<file path="config.mk">
export PLATFORM = sky130hd
export DESIGN_NAME = sar_ctrl_flat
export DESIGN_NICKNAME = d
export VERILOG_FILES = /design/src/rtl/sar_ctrl_if.sv /design/src/rtl/sar_ctrl.sv /design/src/flat_wrapper.sv
export SDC_FILE = /design/constraint.sdc
export NUM_CORES = 1
export LEC_CHECK = 0
export CAP_MARGIN = 0
export CELL_PAD_IN_SITES_DETAIL_PLACEMENT = 1
export CELL_PAD_IN_SITES_GLOBAL_PLACEMENT = 2
export CORE_ASPECT_RATIO = 0.6
export CORE_UTILIZATION = 35
export CTS_BUF_LIST = sky130_fd_sc_hd__clkbuf_4
export DETAILED_ROUTE_END_ITERATION = 8
export HOLD_SLACK_MARGIN = 0.02
export PLACE_DENSITY_LB_ADDON = 0.1
export SLEW_MARGIN = 20
export SYNTH_ARGS = -nofsm -noshare
export SYNTH_HDL_FRONTEND = slang
export SYNTH_SLANG_ARGS = --single-unit
</file>
<file path="constraint.sdc">
create_clock -name i_ck -period 3.75 [get_ports i_ck]
set_input_delay 0.375 -clock i_ck [delete_from_list [all_inputs] [get_ports i_ck]]
set_output_delay 0.375 -clock i_ck [all_outputs]
set_load 0.01 [all_outputs]
</file>
<file path="src/rtl/sar_ctrl_if.sv">
// sar_ctrl_if: step clock, conversion request and comparator decision toward the
// controller; sampling switch, DAC trial code and conversion result back out.
interface sar_ctrl_if #(
    parameter int NBIT = 8
);
    logic            cks;
    logic            start;
    logic            cmp;
    logic            smpl;
    logic [NBIT-1:0] dac;
    logic [NBIT-1:0] dout;
    logic            valid;
    logic            busy;

    modport master (
        output cks, start, cmp,
        input  smpl, dac, dout, valid, busy
    );

    modport slave (
        input  cks, start, cmp,
        output smpl, dac, dout, valid, busy
    );
endinterface

</file>
<file path="src/rtl/sar_ctrl.sv">
// sar_ctrl: successive-approximation controller; samples for SAMPLE_TICKS step
// ticks, then resolves one DAC bit per rising edge of the divided clock CKS.
module sar_ctrl #(
    parameter int NBIT         = 8,
    parameter int SAMPLE_TICKS = 2
) (
    input  logic      i_ck,
    input  logic      i_rst,
    sar_ctrl_if.slave bus
);
    localparam int              IW       = (NBIT > 1) ? $clog2(NBIT) : 1;
    localparam logic [IW-1:0]   IDX_TOP  = IW'(NBIT - 1);
    localparam logic [IW-1:0]   IDX_ONE  = IW'(1);
    localparam logic [NBIT-1:0] MSB_CODE = {1'b1, {(NBIT-1){1'b0}}};
    localparam logic [4:0]      CNT_END  = 5'(SAMPLE_TICKS);

    typedef enum logic [1:0] {
        S_IDLE,
        S_SAMPLE,
        S_CONV,
        S_DONE
    } state_t;

    state_t          r_state;
    state_t          w_nextState;
    logic            r_cksQ;
    logic            w_tick;
    logic [3:0]      r_cnt;
    logic [3:0]      w_nextCnt;
    logic [4:0]      w_cntInc;
    logic [IW-1:0]   r_idx;
    logic [IW-1:0]   w_nextIdx;
    logic [NBIT-1:0] r_dac;
    logic [NBIT-1:0] w_nextDac;
    logic [NBIT-1:0] r_dout;
    logic [NBIT-1:0] w_nextDout;

    // One step per CKS rising edge; a static CKS simply stalls the sequence.
    assign w_tick   = bus.cks & ~r_cksQ;
    assign w_cntInc = {1'b0, r_cnt} + 5'd1;

    always_ff @(posedge i_ck) begin
        if (i_rst) begin
            r_state <= S_IDLE;
            r_cksQ  <= 1'b0;
            r_cnt   <= '0;
            r_idx   <= IDX_TOP;
            r_dac   <= '0;
            r_dout  <= '0;
        end else begin
            r_state <= w_nextState;
            r_cksQ  <= bus.cks;
            r_cnt   <= w_nextCnt;
            r_idx   <= w_nextIdx;
            r_dac   <= w_nextDac;
            r_dout  <= w_nextDout;
        end
    end

    always_comb begin
        w_nextState = r_state;
        w_nextCnt   = r_cnt;
        w_nextIdx   = r_idx;
        w_nextDac   = r_dac;
        w_nextDout  = r_dout;
        case (r_state)
            S_IDLE: begin
                if (bus.start) begin
                    w_nextState = S_SAMPLE;
                    w_nextCnt   = '0;
                end
            end
            S_SAMPLE: begin
                if (w_tick) begin
                    w_nextCnt = w_cntInc[3:0];
                    if (w_cntInc == CNT_END) begin
                        w_nextState = S_CONV;
                        w_nextDac   = MSB_CODE;
                        w_nextIdx   = IDX_TOP;
                    end
                end
            end
            S_CONV: begin
                // Resolve the current bit and arm the next trial bit on the same edge.
                if (w_tick) begin
                    w_nextDac[r_idx] = bus.cmp;
                    if (r_idx != '0) begin
                        w_nextDac[r_idx - IDX_ONE] = 1'b1;
                        w_nextIdx                  = r_idx - IDX_ONE;
                    end else begin
                        w_nextDout  = w_nextDac;
                        w_nextState = S_DONE;
                    end
                end
            end
            S_DONE: begin
                w_nextState = S_IDLE;
            end
            default: begin
                w_nextState = S_IDLE;
            end
        endcase
    end

    assign bus.smpl  = (r_state == S_SAMPLE);
    assign bus.busy  = (r_state == S_SAMPLE) || (r_state == S_CONV);
    assign bus.valid = (r_state == S_DONE);
    assign bus.dac   = r_dac;
    assign bus.dout  = r_dout;
endmodule
</file>
<file path="src/flat_wrapper.sv">
// flat-port wrapper written by rule: the top's interface ports become plain ports
module sar_ctrl_flat 
#(
    parameter int NBIT         = 8,
    parameter int SAMPLE_TICKS = 2
)
  (i_ck, i_rst, bus_cks, bus_start, bus_cmp, bus_smpl, bus_dac, bus_dout, bus_valid, bus_busy);
  sar_ctrl_if #(.NBIT(NBIT)) bus_i ();
  input  logic i_ck;
  input  logic i_rst;
  input wire logic [$bits(bus_i.cks)-1:0] bus_cks;
  input wire logic [$bits(bus_i.start)-1:0] bus_start;
  input wire logic [$bits(bus_i.cmp)-1:0] bus_cmp;
  output wire logic [$bits(bus_i.smpl)-1:0] bus_smpl;
  output wire logic [$bits(bus_i.dac)-1:0] bus_dac;
  output wire logic [$bits(bus_i.dout)-1:0] bus_dout;
  output wire logic [$bits(bus_i.valid)-1:0] bus_valid;
  output wire logic [$bits(bus_i.busy)-1:0] bus_busy;
  assign bus_i.cks = bus_cks;
  assign bus_i.start = bus_start;
  assign bus_i.cmp = bus_cmp;
  assign bus_smpl = bus_i.smpl;
  assign bus_dac = bus_i.dac;
  assign bus_dout = bus_i.dout;
  assign bus_valid = bus_i.valid;
  assign bus_busy = bus_i.busy;
  sar_ctrl #(.NBIT(NBIT), .SAMPLE_TICKS(SAMPLE_TICKS)) u_core (.i_ck(i_ck), .i_rst(i_rst), .bus(bus_i));
endmodule
</file>
# After elaboration in Yosys (flattened, before gate mapping)
# Cells that the tools add are included.
classes:
  n_reduce_logical: 12
  n_lt_le_gt_ge: 4
  eq_ne: 10
  n_bitwise: 4
  n_addsub: 2
  mux: 24
op_table:
  columns: ["cell", "n"]
  rows:
  - ["$mux 8", 4]
  - ["$pmux 8 s2", 1]
  - ["$mux 3", 4]
  - ["$mux 2", 5]
  - ["$reduce_and 5->1", 2]
  - ["$bwmux 8", 1]
  - ["$lt 3x4->1 const B", 2]
  - ["$mux 4", 2]
  - ["$ne 2x1->1 const B", 4]
  - ["$or 8x8->8", 1]
  - ["$pmux 2 s4", 1]
  - ["$pmux 4 s2", 1]
  - ["$demux 1 s3", 2]
  - ["$ge 3x1->1 const B", 2]
  - ["$pmux 3 s2", 1]
  - ["$reduce_and 3->1", 2]
  - ["$add 4x1->5 const B", 1]
  - ["$eq 5x2->1 const B", 1]
  - ["$eq 2x2->1 const B", 2]
  - ["$ne 2x2->1 const B", 2]
  - ["$reduce_and 4->1", 1]
  - ["$reduce_bool 2->1", 2]
  - ["$reduce_bool 3->1", 1]
  - ["$sub 3x1->3 const B", 1]
  - ["other kinds (7)", 10]
totals:
  register_bits: 26
  input_bits: 5
  output_inout_bits: 19

# Longest topological paths before layout
# Gate-level depths: netlist (run 1).
logic_depth:
  depth_word: 9
  mapped_depth: 8
  depth_no_buf: 7

# Least setup slack after synthesis (run 1)
# Ideal clock, no wire load.
synth_path:
  path_type: "register to register"
  from: "reg u_core.r_state[1]"
  to: "reg u_core.r_dac[0] (netlist: u_core.bus.dac[0])"
  period_less_slack_ns: 1.693
  arrival_time_ns: 1.634
  stages_incl_launch_ff: 8
  setup_slack_ns: 2.057
  path_buffers: 1
  path_cell_list: "dfxtp_1 -> inv_1 -> ha_1 -> buf_2 -> mux2_2 -> and3_1 -> nor2_2 -> a22o_1"
synth_via:
  elab_chain_len: 3
  word_cells_on_any_way: 8
synth_rtl:
  columns: ["element", "line_no", "source"]
  rows:
  - ["start: declaration", "sar_ctrl.sv:24", "state_t r_state;"]
  - ["start signal: assignment", "sar_ctrl.sv:51", "r_state <= w_nextState;"]
  - ["$eq 2x1->1 *", null, null]
  - ["named net bus_smpl", "flat_wrapper.sv:14", "output wire logic [$bits(bus_i.smpl)-1:0] bus_smpl;"]
  - ["$ne 2x1->1 (no source line) or $reduce_bool 2->1 (tied branches)", null, null]
  - ["$reduce_and 4->1 (no source line)", null, null]
  - ["end signal: assignment", "sar_ctrl.sv:55", "r_dac <= w_nextDac;"]
  - ["end: declaration", "sar_ctrl.sv:33", "logic [NBIT-1:0] r_dac;"]
# Mark *: on every way through the listed nets, which the timed path passes. The rest lies on a longest branch.
# A chain may end at the register's enable or synchronous reset.

# Final worst setup path (run 1)
layout_path:
  from: "reg u_core.r_state[1]"
  to: "out bus_smpl"
layout_via:
  elab_chain_len: 1
layout_rtl:
  columns: ["element", "line_no", "source"]
  rows:
  - ["$eq 2x1->1", "sar_ctrl.sv:105", "assign bus.smpl = (r_state == S_SAMPLE);"]
  - ["end: declaration", "flat_wrapper.sv:14", null]
# Every way passes these cells.

==> results of run 1 <==
cell type report:
| cell class | instances | area [sq um] | share of cell area |
|---|---|---|---|
| multi-input cells | 125 | 835 | 0.482 |
| flip-flops and latches | 26 | 520 | 0.301 |
| repair buffers | 23 | 230 | 0.133 |
| well taps | 47 | 58.8 | 0.0340 |
| inverters | 9 | 33.8 | 0.0195 |
| clock inverters | 1 | 30.0 | 0.0174 |
| clock buffers | 3 | 22.5 | 0.0130 |
how the worst min path moves through the flow:
stage / end / slack [ns] / start / cells past startpoint
6_report: u_core.bus.dout[6]$_SDFFE_PP0P_ / 0.51 / u_core.bus.dout[6]$_SDFFE_PP0P_ / 2
5_1_grt: u_core.bus.dout[6]$_SDFFE_PP0P_ / 0.54 / u_core.bus.dout[6]$_SDFFE_PP0P_ / 2
4_1_cts: u_core.bus.dout[6]$_SDFFE_PP0P_ / 0.52 / u_core.bus.dout[6]$_SDFFE_PP0P_ / 2
3_5_place_dp: u_core.bus.dout[6]$_SDFFE_PP0P_ / 0.50 / u_core.bus.dout[6]$_SDFFE_PP0P_ / 2
3_3_place_gp: u_core.r_state[1]$_SDFFE_PP0P_ / 0.48 / u_core.r_state[1]$_SDFFE_PP0P_ / 2
2_1_floorplan: u_core.r_state[1]$_SDFFE_PP0P_ / 0.47 / u_core.r_state[1]$_SDFFE_PP0P_ / 2
power by group:
| part | total [mW] | switching [mW] | leakage (nW) | internal, mW |
|---|---|---|---|---|
| Combinational | 0.277 | 0.158 | 0.415 | 0.119 |
| Clock | 0.200 | 0.0918 | 0.0279 | 0.108 |
| Sequential | 0.311 | 0.0189 | 0.210 | 0.292 |
flip-flops by register name, summed over array words and instances (netlist names):
register / flops
u_core.bus.dac: 8
u_core.bus.dout: 8
u_core.r_cnt: 4
u_core.r_idx: 3
u_core.r_cksQ: 1
u_core.r_state: 2
worst max-delay path, stage by stage, from the launching register on:
cell,delay (ns)
dfxtp_1,0.37
inv_1,0.08
ha_1,0.37
clkdlybuf4s50_1,0.61
Yosys cell counts (all sizes together) (2+ instances only):
cell    instances  area (sq um)
inv             9          33.8
o31ai           2          15.0
a21oi           8          40.0
a22o            7          61.3
nor2           16          62.6
nand2b          3          18.8
nand3           4          20.0
nor2b           3          18.8
mux2i          10           100
ha              8           100
dfxtp          26           521
or3             3          18.8
nand2          15          56.3
a211oi         10          75.1
o21ai          10          50.1
nor3            5          25.0
and3            4          25.0
clkbuf          4          16.3
buf             6          31.3
per-stage QoR:
stage	hold WS (ns)	instance area, sq um
floorplan	0.468	1440
global placement	0.482	1680
detailed placement	0.499	1680
CTS	0.519	1730
global route	0.541	1730
finish	0.515	1730
metal layers:
metal,GRT usage,wire length [um],share of wire,vias to the layer above
met5,0,0,0,-
met4,0.00847,4,0.0011,0
met3,0.0444,173,0.046,2
met2,0.279,1450,0.38,21
met1,0.292,2160,0.57,626
li1,-,-,-,645
kinds of logic (layout without fill, tap and decap cells):
group / Yosys count / after routing / synth area share
AOI/OAI and AO/OA: 47 / 47 / 0.230
adders and majority gates: 8 / 8 / 0.0697
buffers and inverters: 19 / 36 / 0.0566
DFF: 26 / 26 / 0.362
muxes: 11 / 11 / 0.0775
and+or+nand+nor: 59 / 59 / 0.204
==> metrics.csv, run 1 <==
metric,value,unit
rows,17,
post-route-util,0.457,
cp_max_fo,10,
first_iter_violations,76,
coreArea,3790,sq um
grt_antenna_before_repair,0,
cts_max_path_buffers,2,
timing.rr.start,u_core.r_idx[0]$_SDFFE_PP1P_,
clkLatencyLatePin,0.33,ns
worstSetupStartpointType,flop,
power_density,456,nW/um^2
max_slew_margin,0.530,
final_antenna_net_count,0,
dr.pass1.iters,6,
crit_end,bus_smpl,
total_power,0.788,mW
avgRoutedWirePerCell,16.2,um
die_x,84.7,um
path_clk_slew,0.16,ns
drc,0,
async_flop_share,0,
ctsResizeCount,0,
yosys_warnings,0,
rsz0062_at_grt,no,
dieArea,4370,sq um
synth-seq-cells,26,
fmax,468,MHz
io_pins,24,
cts_setup_buffers,0,
post-place-ws,1.62,ns
hold_class,flop to flop,
routed_wl,3.78,mm
layout_commonest_cell,dfxtp_1,
grt-ovfl-total,0,
hold_viol,0,
synthesis.area,1440,sq um
dpl.cell_count,230,
grt_pass1_vias,1243,
avgSynthCellArea,8.45,sq um
synth_nets,183,
finalWeightedCongestion,0.798,
maxSlewViolCount,0,
status,completed,
area_growth,20.5,%
cap_viol_max_count,0,
seq_area_frac_synth,0.362,
worst_pin_slew,0.702,ns
synth_edf_count,0,
reg2reg_depth,6,
r2r-end,u_core.bus.dout[0]$_SDFFE_PP0P_,
setup_ws,1.62,ns
dp_hpwl,2.88,mm
final_cell_mix,"dfxtp_1, clkdlybuf4s50_1, nand2_1, nor2_1",
fin_skew,0.00889,ns
final_cells,234,
drive_above_1_share,0.0481,
fillCellCount,450,
synth_cells,170,
grt_max_degree,20,
synth_ff_type,dfxtp_1,
root_buffer,clkbuf_4,
fin_crit,2.13,ns
grt_pass1_wl,6.42,mm
vias,1294,
period_share,0.569,
cts_tree,done,
endpoint_kind,output port,
p_leak,0.653,nW
viasPerCell,5.53,
crit_type,flop to output port,
postCtsHoldBufs,0,
setup_viol,0,
final_nets,201,
cts-buffers-inserted,3,
required,3.38,ns
cp-startpoint,u_core.r_state[1]$_SDFFE_PP0P_,
die_h,51.6,um
r2r_slack,1.63,ns
clock_sinks,26,
yosysUniqueCellTypes,40,
start_util,0.379,
h-tree-depth,1,
fin_tns_setup,0,ns
arrival,1.76,ns
io_buffers,23,
antennaDiodeCount,0,
peakVddDrop,0.315,mV
grtUsageTotal,0.190,
No activity file was read; power rests on OpenSTA's default activity.
==> run 2, diff against run 1 <==
--- a/config.mk
+++ b/config.mk
@@ -9,7 +9,7 @@
 export CELL_PAD_IN_SITES_DETAIL_PLACEMENT = 1
 export CELL_PAD_IN_SITES_GLOBAL_PLACEMENT = 2
 export CORE_ASPECT_RATIO = 0.6
-export CORE_UTILIZATION = 35
+export CORE_UTILIZATION = 32
 export CTS_BUF_LIST = sky130_fd_sc_hd__clkbuf_4
 export DETAILED_ROUTE_END_ITERATION = 8
 export HOLD_SLACK_MARGIN = 0.02
==> constraint.sdc (replaced) <==
create_clock -name i_ck -period 2.2 [get_ports i_ck]
set_input_delay 0.22 -clock i_ck [delete_from_list [all_inputs] [get_ports i_ck]]
set_output_delay 0.22 -clock i_ck [all_outputs]
set_load 0.01 [all_outputs]
==> run 2 against run 1 <==
Net effect: total power rose by 71%; core utilization fell by 3.9 points; hold slack got worse by 0.033 ns; critical path type unchanged; design area rose by 1.8%.
==> metrics.csv, run 2 (synthesis gave the netlist of run 1 again) <==
metric,value,unit
cp_cell_sequence,inv_1 > ha_1 > clkdlybuf4s50_1,
viasPerCell,5.15,
antennaDiodeCount,0,
crit_path_max_incr_delay,0.62,ns
worstSetupStartpointType,flop,
post-place-ws,0.247,ns
avgRoutedWirePerCell,15.7,um
routed_wl,3.91,mm
io_pins,24,
setup_ws,0.227,ns
cp_max_fo,10,
final_cell_mix,"dfxtp_1, clkdlybuf4s50_1, nand2_1, nor2_1",
postCtsHoldBufs,0,
h-tree-depth,1,
fin_skew,0.0113,ns
fillCellCount,522,
peakVddDrop,0.313,mV
root_buffer,clkbuf_4,
cap_viol_max_count,0,
switching_power,0.458,mW
first_iter_violations,64,
rows,18,
fin_tns_setup,0,ns
power_density,765,nW/um^2
drc,0,
required,1.98,ns
cts_tree,done,
vias,1283,
die_h,53.9,um
pwr-share-seq,0.390,
cts_max_path_buffers,2,
cp_top_family,buffers and inverters,
grt_pass1_wl,6.23,mm
setup_viol,0,
grt_antenna_before_repair,0,
dp_hpwl,2.99,mm
path_clk_slew,0.16,ns
cts_setup_buffers,0,
coreArea,4210,sq um
dieArea,4770,sq um
crit_buf_inv,2,
crit_type,flop to output port,
drive_above_1_share,0.0582,
fin_crit,1.97,ns
layout_commonest_cell,dfxtp_1,
grt_pass1_vias,1153,
p_leak,0.662,nW
intPower,0.890,mW
finalWeightedCongestion,0.758,
arrival,1.75,ns
max_slew_margin,0.649,
status,completed,
dr.pass1.iters,5,
die_x,88.5,um
switching_share,0.340,
period_share,0.897,
rsz0062_at_grt,no,
worst_pin_slew,0.527,ns
io_buffers,23,
final_nets,203,
cts-buffers-inserted,3,
cpMaxStageDelayCell,clkdlybuf4s50_1,
grtUsageTotal,0.179,
clkLatencyLatePin,0.34,ns
grt_max_degree,17,
ctsResizeCount,0,
fmax,507,MHz
clock_sinks,26,
hold_class,input pin to flop,
p_clk_frac,0.255,
endpoint_kind,output port,
final_antenna_net_count,0,
hold_viol,0,
maxSlewViolCount,0,
start_util,0.341,
area_growth,22.6,%
p_comb_frac,0.355,
grt-ovfl-total,0,
## run 2: changes by cell type in the layout (fill, tap and decap cells not counted), sizes merged
cell / before / now
buf: 0 / 2
## run 2: final cells by class
cell class | count | area (sq um) | share of cell area
multi-input cells | 125 | 835 | 0.474
clock inverters | 1 | 30.0 | 0.0170
well taps | 60 | 75.1 | 0.0426
flip-flops and latches | 26 | 520 | 0.295
clock buffers | 3 | 22.5 | 0.0128
repair buffers | 25 | 245 | 0.139
inverters | 9 | 33.8 | 0.0192
## run 2: metrics by stage
stage / area, sq um / hold slack, ns / power [mW] / utilization / std cells
after floorplan: 1440 / 0.348 / 0.859 / - / 170
after global placement: 1710 / 0.488 / 1.01 / 0.406 / 245
after detailed placement: 1710 / 0.493 / 1.02 / 0.406 / 245
after CTS: 1760 / 0.465 / 1.37 / 0.418 / 249
after global routing: 1760 / 0.483 / 1.44 / 0.418 / 249
final: 1760 / 0.481 / 1.35 / 0.418 / 249
## run 2: power groups by stage
stage | logic, mW | registers, mW | clock network (mW)
after floorplan | 0.328 | 0.531 | 0
after global placement | 0.472 | 0.534 | 0
after detailed placement | 0.480 | 0.536 | 0
after CTS | 0.484 | 0.526 | 0.355
after global routing | 0.533 | 0.531 | 0.375
final | 0.478 | 0.526 | 0.344
## run 2: path summary, 6_finish.rpt
check	end	start	slack (ns)	cells past startpoint
hold reg to reg	u_core.bus.dout[0]$_SDFFE_PP0P_	u_core.bus.dout[0]$_SDFFE_PP0P_	0.51	2
hold / removal	u_core.r_cksQ$_SDFF_PP0_	bus_cks	0.48	2
setup / recovery	bus_smpl	u_core.r_state[1]$_SDFFE_PP0P_	0.23	3
setup reg to reg	u_core.r_state[1]$_SDFFE_PP0P_	u_core.r_cnt[0]$_SDFFE_PP0P_	0.25	6
## run 2: metal layers
metal / part of all wire / vias to the layer above / track usage
met2: 0.38 / 18 / 0.231
li1: - / 650 / -
met5: 0 / - / 0
met1: 0.58 / 613 / 0.289
met4: 0.0041 / 0 / 0.0242
met3: 0.034 / 2 / 0.0460
==> run 3, diff against run 2 <==
--- a/config.mk
+++ b/config.mk
@@ -12,7 +12,7 @@
 export CORE_UTILIZATION = 32
 export CTS_BUF_LIST = sky130_fd_sc_hd__clkbuf_4
 export DETAILED_ROUTE_END_ITERATION = 8
-export HOLD_SLACK_MARGIN = 0.02
+export HOLD_SLACK_MARGIN = 0.15
 export PLACE_DENSITY_LB_ADDON = 0.1
 export SLEW_MARGIN = 20
 export SYNTH_ARGS = -nofsm -noshare
==> results of run 3 <==
No change in the layout: final DEF, timing and power equal those of run 2.
